### config.mk
export PLATFORM = sky130hd
export DESIGN_NAME = dma_controller
export DESIGN_NICKNAME = d
export VERILOG_FILES = /design/src/rtl/dma_controller.sv
export SDC_FILE = /design/constraint.sdc
export NUM_CORES = 1
export LEC_CHECK = 0
export BUFFER_PORTS_ARGS = -buffer_cell sky130_fd_sc_hd__buf_2
export CAP_MARGIN = 20
export CELL_PAD_IN_SITES_DETAIL_PLACEMENT = 0
export CELL_PAD_IN_SITES_GLOBAL_PLACEMENT = 1
export CORE_MARGIN = 3
export CORE_UTILIZATION = 35
export CTS_BUF_LIST = sky130_fd_sc_hd__clkbuf_2
export CTS_CLUSTER_SIZE = 25
export DETAILED_ROUTE_END_ITERATION = 6
export GPL_TIMING_DRIVEN = 0
export PLACE_DENSITY_LB_ADDON = 0.1
export SYNTH_ARGS = -nofsm -noshare
export SYNTH_HDL_FRONTEND = slang
export SYNTH_SLANG_ARGS = --single-unit
### constraint.sdc
create_clock -name clk -period 2.72 [get_ports clk]
set_input_delay 0.136 -clock clk [delete_from_list [all_inputs] [get_ports clk]]
set_output_delay 0.136 -clock clk [all_outputs]
set_load 0.02 [all_outputs]
### src/rtl/dma_controller.sv
// dma_controller: copies 4-word device blocks into memory on a device interrupt, using BR/BG bus arbitration.
// Define DMA_CYCLE_STEAL_EN to release the bus for one cycle between blocks.
module dma_controller #(
  parameter int WORD_SIZE      = 16,
  parameter int DATA_SIZE      = 3,
  parameter int DEVICE_BIT_LEN = 2,
  parameter int IDLE_OFFSET    = 3
) (
  input  logic                      clk,
  input  logic                      reset,
  input  logic                      dev_interrupt,
  output logic [DEVICE_BIT_LEN-1:0] dev_offset,
  input  logic [4*WORD_SIZE-1:0]    dev_data,
  output logic                      dma_start_int,
  input  logic                      cmd_valid,
  input  logic [WORD_SIZE-1:0]      cmd_addr,
  input  logic [WORD_SIZE-1:0]      cmd_len,
  output logic                      bus_request,
  input  logic                      bus_grant,
  output logic                      mem_write,
  output logic [WORD_SIZE-1:0]      mem_addr,
  output logic [4*WORD_SIZE-1:0]    mem_data,
  input  logic                      mem_ack,
  output logic                      dma_end_int,
  output logic                      busy
);
  localparam int IW = DEVICE_BIT_LEN;
  typedef enum logic [2:0] {
    IDLE, WAIT_CMD, REQ, FETCH, WRITE, DONE
`ifdef DMA_CYCLE_STEAL_EN
    , RELEASE
`endif
  } state_t;
`ifdef DMA_CYCLE_STEAL_EN
  localparam state_t AFTER_ACK = RELEASE;
`else
  localparam state_t AFTER_ACK = FETCH;
`endif
  state_t state_q, state_d;
  logic int_q, prev_q, pend_q, pend_d;
  logic [IW-1:0] idx_q, idx_d, len_q, len_d, eff_len;
  logic [WORD_SIZE-1:0] base_q, base_d, addr_q, addr_d;
  logic [4*WORD_SIZE-1:0] data_q, data_d;
  logic evt, last;
  assign evt     = int_q & ~prev_q;
  assign eff_len = (cmd_len > WORD_SIZE'(DATA_SIZE)) ? IW'(DATA_SIZE) : cmd_len[IW-1:0];
  assign last    = (idx_q + IW'(1)) == len_q;
  always_comb begin
    state_d = state_q;
    pend_d  = pend_q | (evt && state_q != IDLE);
    idx_d   = idx_q;
    len_d   = len_q;
    base_d  = base_q;
    addr_d  = addr_q;
    data_d  = data_q;
    case (state_q)
      IDLE: if (evt || pend_q) begin
        state_d = WAIT_CMD;
        pend_d  = 1'b0;
      end
      WAIT_CMD: if (cmd_valid) begin
        base_d  = cmd_addr;
        len_d   = eff_len;
        state_d = REQ;
      end
      // a zero-length command passes through REQ without raising BR
      REQ: state_d = (len_q == '0) ? DONE : bus_grant ? FETCH : REQ;
      FETCH: if (bus_grant) begin
        data_d  = dev_data;
        addr_d  = base_q + WORD_SIZE'({idx_q, 2'b00});
        state_d = WRITE;
      end else state_d = REQ;
      WRITE: if (mem_ack) begin
        idx_d   = idx_q + IW'(1);
        state_d = last ? DONE : AFTER_ACK;
      end else if (!bus_grant) state_d = REQ;
      DONE: begin
        idx_d   = '0;
        state_d = IDLE;
      end
`ifdef DMA_CYCLE_STEAL_EN
      RELEASE: state_d = REQ;
`endif
      default: state_d = IDLE;
    endcase
  end
  always_ff @(posedge clk or posedge reset)
    if (reset) begin
      state_q <= IDLE;
      int_q   <= 1'b0;
      prev_q  <= 1'b0;
      pend_q  <= 1'b0;
      idx_q   <= '0;
      len_q   <= '0;
      base_q  <= '0;
      addr_q  <= '0;
      data_q  <= '0;
    end else begin
      state_q <= state_d;
      int_q   <= dev_interrupt;
      prev_q  <= int_q;
      pend_q  <= pend_d;
      idx_q   <= idx_d;
      len_q   <= len_d;
      base_q  <= base_d;
      addr_q  <= addr_d;
      data_q  <= data_d;
    end
  assign dma_start_int = state_q == WAIT_CMD;
  assign bus_request   = (state_q == REQ && len_q != '0) || state_q == FETCH || state_q == WRITE;
  assign mem_write     = state_q == WRITE;
  assign dma_end_int   = state_q == DONE;
  assign busy          = state_q != IDLE;
  assign dev_offset    = (state_q == FETCH) ? idx_q : IW'(IDLE_OFFSET);
  assign mem_addr      = addr_q;
  assign mem_data      = data_q;
endmodule

==> metrics.csv, run 1 <==
metric,value,unit
outcome,completed,
synth.area.mux_share,21.65,%
vias,3496,
synth-seq-cells,106,
tns,0,ns
async_reset_ff_share,100.0,%
setup_viol,0,
r2r_start,state_q[1],
syn-cell-area,0.004420,mm^2
rows,40,
synth_top_family_by_area,multiplexers,
hold_depth,2,
first_pass_iters,4,
r2r-end,len_q[1],
cts_made_buffers,9,
drive_above_1_share,50.57,%
cts_tree,yes,
layout_common_cells,"buf_2 (196), dfrtp_1 (106), dlygate4sd3_1 (91), mux2_2 (85), nand2_1 (17)",
syn-num-nets,419,
power.density,993.8,mW/mm^2
hold_viol,0,
synth_fa_ha_area_share,1.019,%
synth_compound_area_share,3.991,%
dp_hpwl,7557,um
power.total,6587,uW
power_leakage,0.003194,uW
grt_max_degree,41,
clk_pin_slew_worst_paths,0.27,ns
yosysSeqAreaShare,60.01,%
initial_core_util,36.35,%
syn_to_final_growth,49.96,%
gp_congestion,0.7427,
min_to,int_q,
drc_errors,0,
dieArea,0.01402,mm^2
r2r_slack,0.35,ns
slew_headroom,50.12,%
syn_inst,314,
ant_nets,0,
layoutNonFillerInstCount,779,
final_common_cell,buf_2,
clock-sinks,106,
cp_data_required_time,3.19,ns
port_buffers,188,
rsz0062_at_grt,false,
fmax,0.4218,GHz
avgSynthCellArea,14.08,um^2
tightest_slew,0.7466,ns
cts_root_buf,clkbuf_2,
antenna_found_initial,0,
dr.first_iter.drc_count,125,
dp.cells,672,
finalWirelength,11330,um
drt-vias-per-instance,4.488,
synth-simple-area-share,7.529,%
die_x,118.4,um
min-delay-start,dev_interrupt,
cp-start-kind,flip-flop,
yosysWarnings,0,
grt-ovfl-total,0,
cap_violations,0,
fin_crit_sh,87.16,%
drv_slew,0,
nNetsFinal,711,
ios,189,
reg2reg_depth,9,
insertion_delay,0.56,ns
hp-class,in -> reg,
synth_ff_type,dfrtp_1,
die_h,118.4,um
fin_skew,0.02712,ns
fp.coreArea,0.01216,mm^2
yosysUniqueCellTypes,45,
clk_path_buf_depth,2,
fillers,1085,
critical_path_class,reg -> reg,
grt_usage,16.64,%
synth_xor_xnor_area_share,2.972,%
synth-edff-count,0,
peakVddDrop,0.0004885,V
grt_pass1_vias,3747,
layout_min_cycle_time,2.371,ns
grt_pass1_wl,18790,um
crit_path_max_fanout,10,
cp_data_arrival_time,2.84,ns
post-cts-setup-buffer-count,0,
h-tree-depth,3,
endpoint_kind,flip-flop,
n_antenna_cell,0,
wl_per_cell,14.54,um
==> flip-flops by register name, indices dropped and copies added (netlist names) <==
name / flops
int_q: 1
pend_q: 1
mem_addr: 16
len_q: 2
mem_data: 64
prev_q: 1
idx_q: 2
state_q: 3
base_q: 16
==> timing repair <==
action                    CTS  global route
gates resized for setup     0             0
hold buffers               91             0
hold endpoints to repair  118             0
==> worst max-delay path by stage <==
| stage | to | startpoint | cells past startpoint |
|---|---|---|---|
| after floorplan | base_q[0] | state_q[1] | 7 |
| after global placement | mem_data[58] | reset | 2 |
| after detailed placement | mem_data[36] | state_q[1] | 6 |
| after CTS | len_q[1] | state_q[1] | 9 |
| after global routing | len_q[1] | state_q[2] | 8 |
| final | len_q[1] | state_q[1] | 9 |
==> report_power, final <==
group	internal, uW	switching, uW	leakage (uW)
registers	2310	430	0.00128
logic	1450	1700	0.00184
clock network	217	482	0.0000710
==> cell usage after synthesis, types with 2 or more instances <==
| cell type | instances | area (um^2) |
|---|---|---|
| buf_12 | 2 | 40.04 |
| nor4_1 | 2 | 12.51 |
| and3_1 | 2 | 12.51 |
| o22a_1 | 2 | 17.52 |
| nor3b_1 | 2 | 15.01 |
| nand3_1 | 6 | 30.03 |
| or2_2 | 2 | 12.51 |
| buf_2 | 8 | 40.04 |
| mux2_2 | 85 | 957.2 |
| inv_1 | 4 | 15.01 |
| and4_1 | 2 | 17.52 |
| xor2_1 | 13 | 113.9 |
| nand3b_1 | 2 | 15.01 |
| nand4_1 | 5 | 31.28 |
| o21ai_0 | 14 | 70.07 |
| nand2_1 | 17 | 63.81 |
| dfrtp_1 | 106 | 2653 |
| ha_1 | 2 | 25.02 |
| o21bai_1 | 3 | 22.52 |
| a21oi_1 | 2 | 10.01 |
| xnor2_1 | 2 | 17.52 |
| nor2b_1 | 3 | 18.77 |
| clkbuf_1 | 3 | 11.26 |
| nor3_1 | 2 | 10.01 |
| nor2_1 | 3 | 11.26 |
==> critical path: stages, from the launching register on <==
cell and delay [ns]:
dfrtp_1 0.44, buf_6 0.13, or3b_4 0.41, inv_2 0.06, and2_4 0.16, buf_12 0.13, buf_12 0.13, nand4_2 0.08
o22a_1 0.19, dlygate4sd3_1 0.54
==> metal layers <==
metal / wire length, um / global-route usage, % / up-vias / part of all wire [%]
met3: 757 / 4.498 / 12 / 6.7
met2: 5543 / 27.12 / 124 / 49
met4: 182 / 6.227 / 0 / 1.6
met1: 4844 / 21.24 / 1670 / 43
met5: 0 / 0 / - / 0
li1: - / - / 1690 / -
==> logic make-up after synthesis <==
kind of cell	count (synthesis)
simple gates	57
fa+ha+maj	3
buf+inv	20
mux	85
flops	106
compound gates	28
xor+xnor	15
==> stage by stage <==
stage	worst slack (ns)	cell area [um^2]	hold WS, ns	utilization (%)
3_5_place_dp	0.8363	5615	0.2491	46.17
6_report	0.3493	6629	0.1916	54.51
5_1_grt	0.2407	6629	0.1058	54.51
4_1_cts	0.3355	6629	0.06694	54.51
3_3_place_gp	0.5628	5575	0.2441	45.84
2_1_floorplan	0.8999	4424	0.1674	-
==> final cells by class <==
cell class | instances | area [um^2] | area share [%]
timing repair buffer | 281 | 1892 | 28.54
multi-input combinational | 188 | 1643 | 24.78
clock buffer | 12 | 60.06 | 0.9060
tap | 168 | 210.2 | 3.171
clock inverter | 4 | 42.54 | 0.6418
buffer | 15 | 106.4 | 1.604
inverter | 5 | 22.52 | 0.3398
sequential | 106 | 2653 | 40.02
(Power assumes the default switching activity.)
==> inputs of run 2 (changes only) <==
--- a/config.mk
+++ b/config.mk
@@ -9,10 +9,11 @@
 export CAP_MARGIN = 20
 export CELL_PAD_IN_SITES_DETAIL_PLACEMENT = 0
 export CELL_PAD_IN_SITES_GLOBAL_PLACEMENT = 1
+export CORE_ASPECT_RATIO = 1.1
 export CORE_MARGIN = 3
-export CORE_UTILIZATION = 35
+export CORE_UTILIZATION = 38
 export CTS_BUF_LIST = sky130_fd_sc_hd__clkbuf_2
-export CTS_CLUSTER_SIZE = 25
+export CTS_CLUSTER_SIZE = 12
 export DETAILED_ROUTE_END_ITERATION = 6
 export GPL_TIMING_DRIVEN = 0
 export PLACE_DENSITY_LB_ADDON = 0.1
==> constraint.sdc (replaced) <==
create_clock -name clk -period 2.45 [get_ports clk]
set_input_delay 0.1225 -clock clk [delete_from_list [all_inputs] [get_ports clk]]
set_output_delay 0.1225 -clock clk [all_outputs]
set_load 0.02 [all_outputs]
==> metrics.csv, run 2 (synthesized netlist as in run 1, its figures left out) <==
metric,value,unit,change
cts_tree,yes,,
fin_skew,0.02563,ns,-0.001484 ns
ant_nets,0,,unchanged
drt-vias-per-instance,4.595,,+2.4%
worst-path-stages,9,,unchanged
worstPathCellList,buf_6 > or3b_4 > inv_2 > and2_4 > buf_12 > buf_12 > nand4_2 > o22a_1 > dlygate4sd3_1,,
fp.coreArea,0.01116,mm^2,-8.2%
cp-start-kind,flip-flop,,
largest_reg_flops,64,,unchanged
grt_usage,16.85,%,+0.21 points
fmax,0.4270,GHz,+1.2%
min-delay-start,dev_interrupt,,
critPathCapture,len_q[1],,
slew_headroom,46.18,%,-3.9 points
dr.first_iter.drc_count,87,,-30%
finalWirelength,10880,um,-4.0%
dp.cells,651,,-3.1%
power_leakage,0.003165,uW,-0.90%
rows,40,,unchanged
final_common_cell,buf_2,,
dp_hpwl,7657,um,+1.3%
utilization,58.74,%,+4.2 points
ios,189,,unchanged
layout_min_cycle_time,2.342,ns,-0.02863 ns
drive_above_1_share,50.08,%,-0.49 points
h-tree-depth,3,,unchanged
cp_data_arrival_time,2.79,ns,-0.05 ns
endpoint_kind,flip-flop,,
gp_congestion,0.7630,,+2.7%
initial_core_util,39.61,%,+3.3 points
path_buf_inv,5,,unchanged
startpoint,state_q[1],,
vias,3465,,-0.89%
clk_path_buf_depth,2,,unchanged
peakVddDrop,0.0004795,V,-1.9%
grt_pass1_wl,17400,um,-7.4%
layout_common_cells,"buf_2 (196), dfrtp_1 (106), dlygate4sd3_1 (91), mux2_2 (85), nand2_1 (17)",,
first_pass_iters,4,,unchanged
cts_root_buf,clkbuf_2,,
r2r_start,state_q[1],,
layoutNonFillerInstCount,754,,-3.2%
die_x,108.8,um,-8.1%
tns,0,ns,unchanged
crit_family,buffers and inverters,,
setup_viol,0,,unchanged
hp-class,in -> reg,,
clock-sinks,106,,unchanged
max_stage_delay,0.54,ns,about the same
syn_to_final_growth,48.32,%,
fillers,924,,-15%
drc_errors,0,,unchanged
clk_pin_slew_worst_paths,0.25,ns,-0.02 ns
fin_crit_sh,95.59,%,+8.4 points
outcome,completed,,
slowest_stage,dlygate4sd3_1,,
hold_depth,2,,unchanged
power.density,1087,mW/mm^2,+9.4%
post-cts-setup-buffer-count,0,,unchanged
cts_made_buffers,9,,unchanged
crit_path_max_fanout,10,,unchanged
drv_slew,0,,unchanged
insertion_delay,0.53,ns,-0.03 ns
grt_pass1_vias,3734,,-0.35%
dieArea,0.01296,mm^2,-7.5%
critical_path_class,reg -> reg,,
grt_max_degree,44,,+7.3%
r2r_slack,0.11,ns,-0.24 ns
n_antenna_cell,0,,unchanged
r2r-end,len_q[1],,
antenna_found_initial,0,,unchanged
tightest_slew,0.8056,ns,+0.05894 ns
wl_per_cell,14.42,um,-0.80%
path_common_cell,buf_12,,
hold_viol,0,,unchanged
port_buffers,188,,unchanged
nNetsFinal,711,,unchanged
die_h,119.1,um,+0.62%
placed_cell_area,0.005589,mm^2,-0.47%
cap_violations,0,,unchanged
grt-ovfl-total,0,,unchanged
holdWs,0.2077,ns,+0.01611 ns
postLayoutCellArea,0.006556,mm^2,-1.1%
rsz0062_at_grt,false,,
cp_data_required_time,2.90,ns,-0.29 ns
reg2reg_depth,9,,unchanged
==> run 2: changes by cell type in the layout (fill, tap and decap cells not counted) <==
cell	previous run	this run
bufinv_16	1	0
clkinv_2	1	0
clkinv_1	2	3
clkbuf_2	12	9
==> run 2: stage by stage <==
| stage | power [uW] | setup WS [ns] |
|---|---|---|
| 2_1_floorplan | 5309 | 0.6299 |
| 3_3_place_gp | 6384 | 0.3622 |
| 3_5_place_dp | 6481 | 0.6052 |
| 4_1_cts | 7221 | 0.08219 |
| 5_1_grt | 7642 | 0.007052 |
| 6_report | 7129 | 0.1080 |
==> run 2: how the worst min path moves through the flow <==
stage / slack (ns) / end
after detailed placement: 0.23 / int_q
final: 0.21 / int_q
after global placement: 0.23 / int_q
after floorplan: 0.15 / int_q
after global routing: 0.16 / int_q
after CTS: 0.15 / int_q
==> run 2: what timing repair did <==
| action | 4_1_cts | 5_1_grt |
|---|---|---|
| resized for setup | 0 | 0 |
| hold buffers | 91 | 0 |
| endpoints found under the hold margin | 121 | 0 |
| setup endpoints to repair | 0 | 1 |
==> run 2: power breakdown <==
part | switching (uW) | leakage, uW | internal, uW
clock network | 503 | 0.0000421 | 103
registers | 478 | 0.00128 | 2570
logic | 1870 | 0.00184 | 1610
total | 2850 | 0.00317 | 4280
==> run 2: layer usage <==
layer | GRT usage [%] | up-vias | share of wire (%) | routed length [um]
met1 | 20.45 | 1636 | 42 | 4554
met3 | 3.089 | 9 | 7.2 | 784
met4 | 5.683 | 0 | 1.3 | 139
met2 | 29.71 | 129 | 50 | 5398
li1 | - | 1691 | - | -
met5 | 0 | - | 0 | 0
==> run 2: cell type report <==
type                            count  area, um^2  area share (%)
Sequential cell                   106        2653           40.46
Clock inverter                      3       11.26          0.1718
Tap cell                          147       183.9           2.805
Buffer                             15       106.4           1.622
Timing Repair Buffer              281        1892           28.85
Multi-Input combinational cell    188        1643           25.06
Clock buffer                        9       45.04          0.6870
Inverter                            5       22.52          0.3435
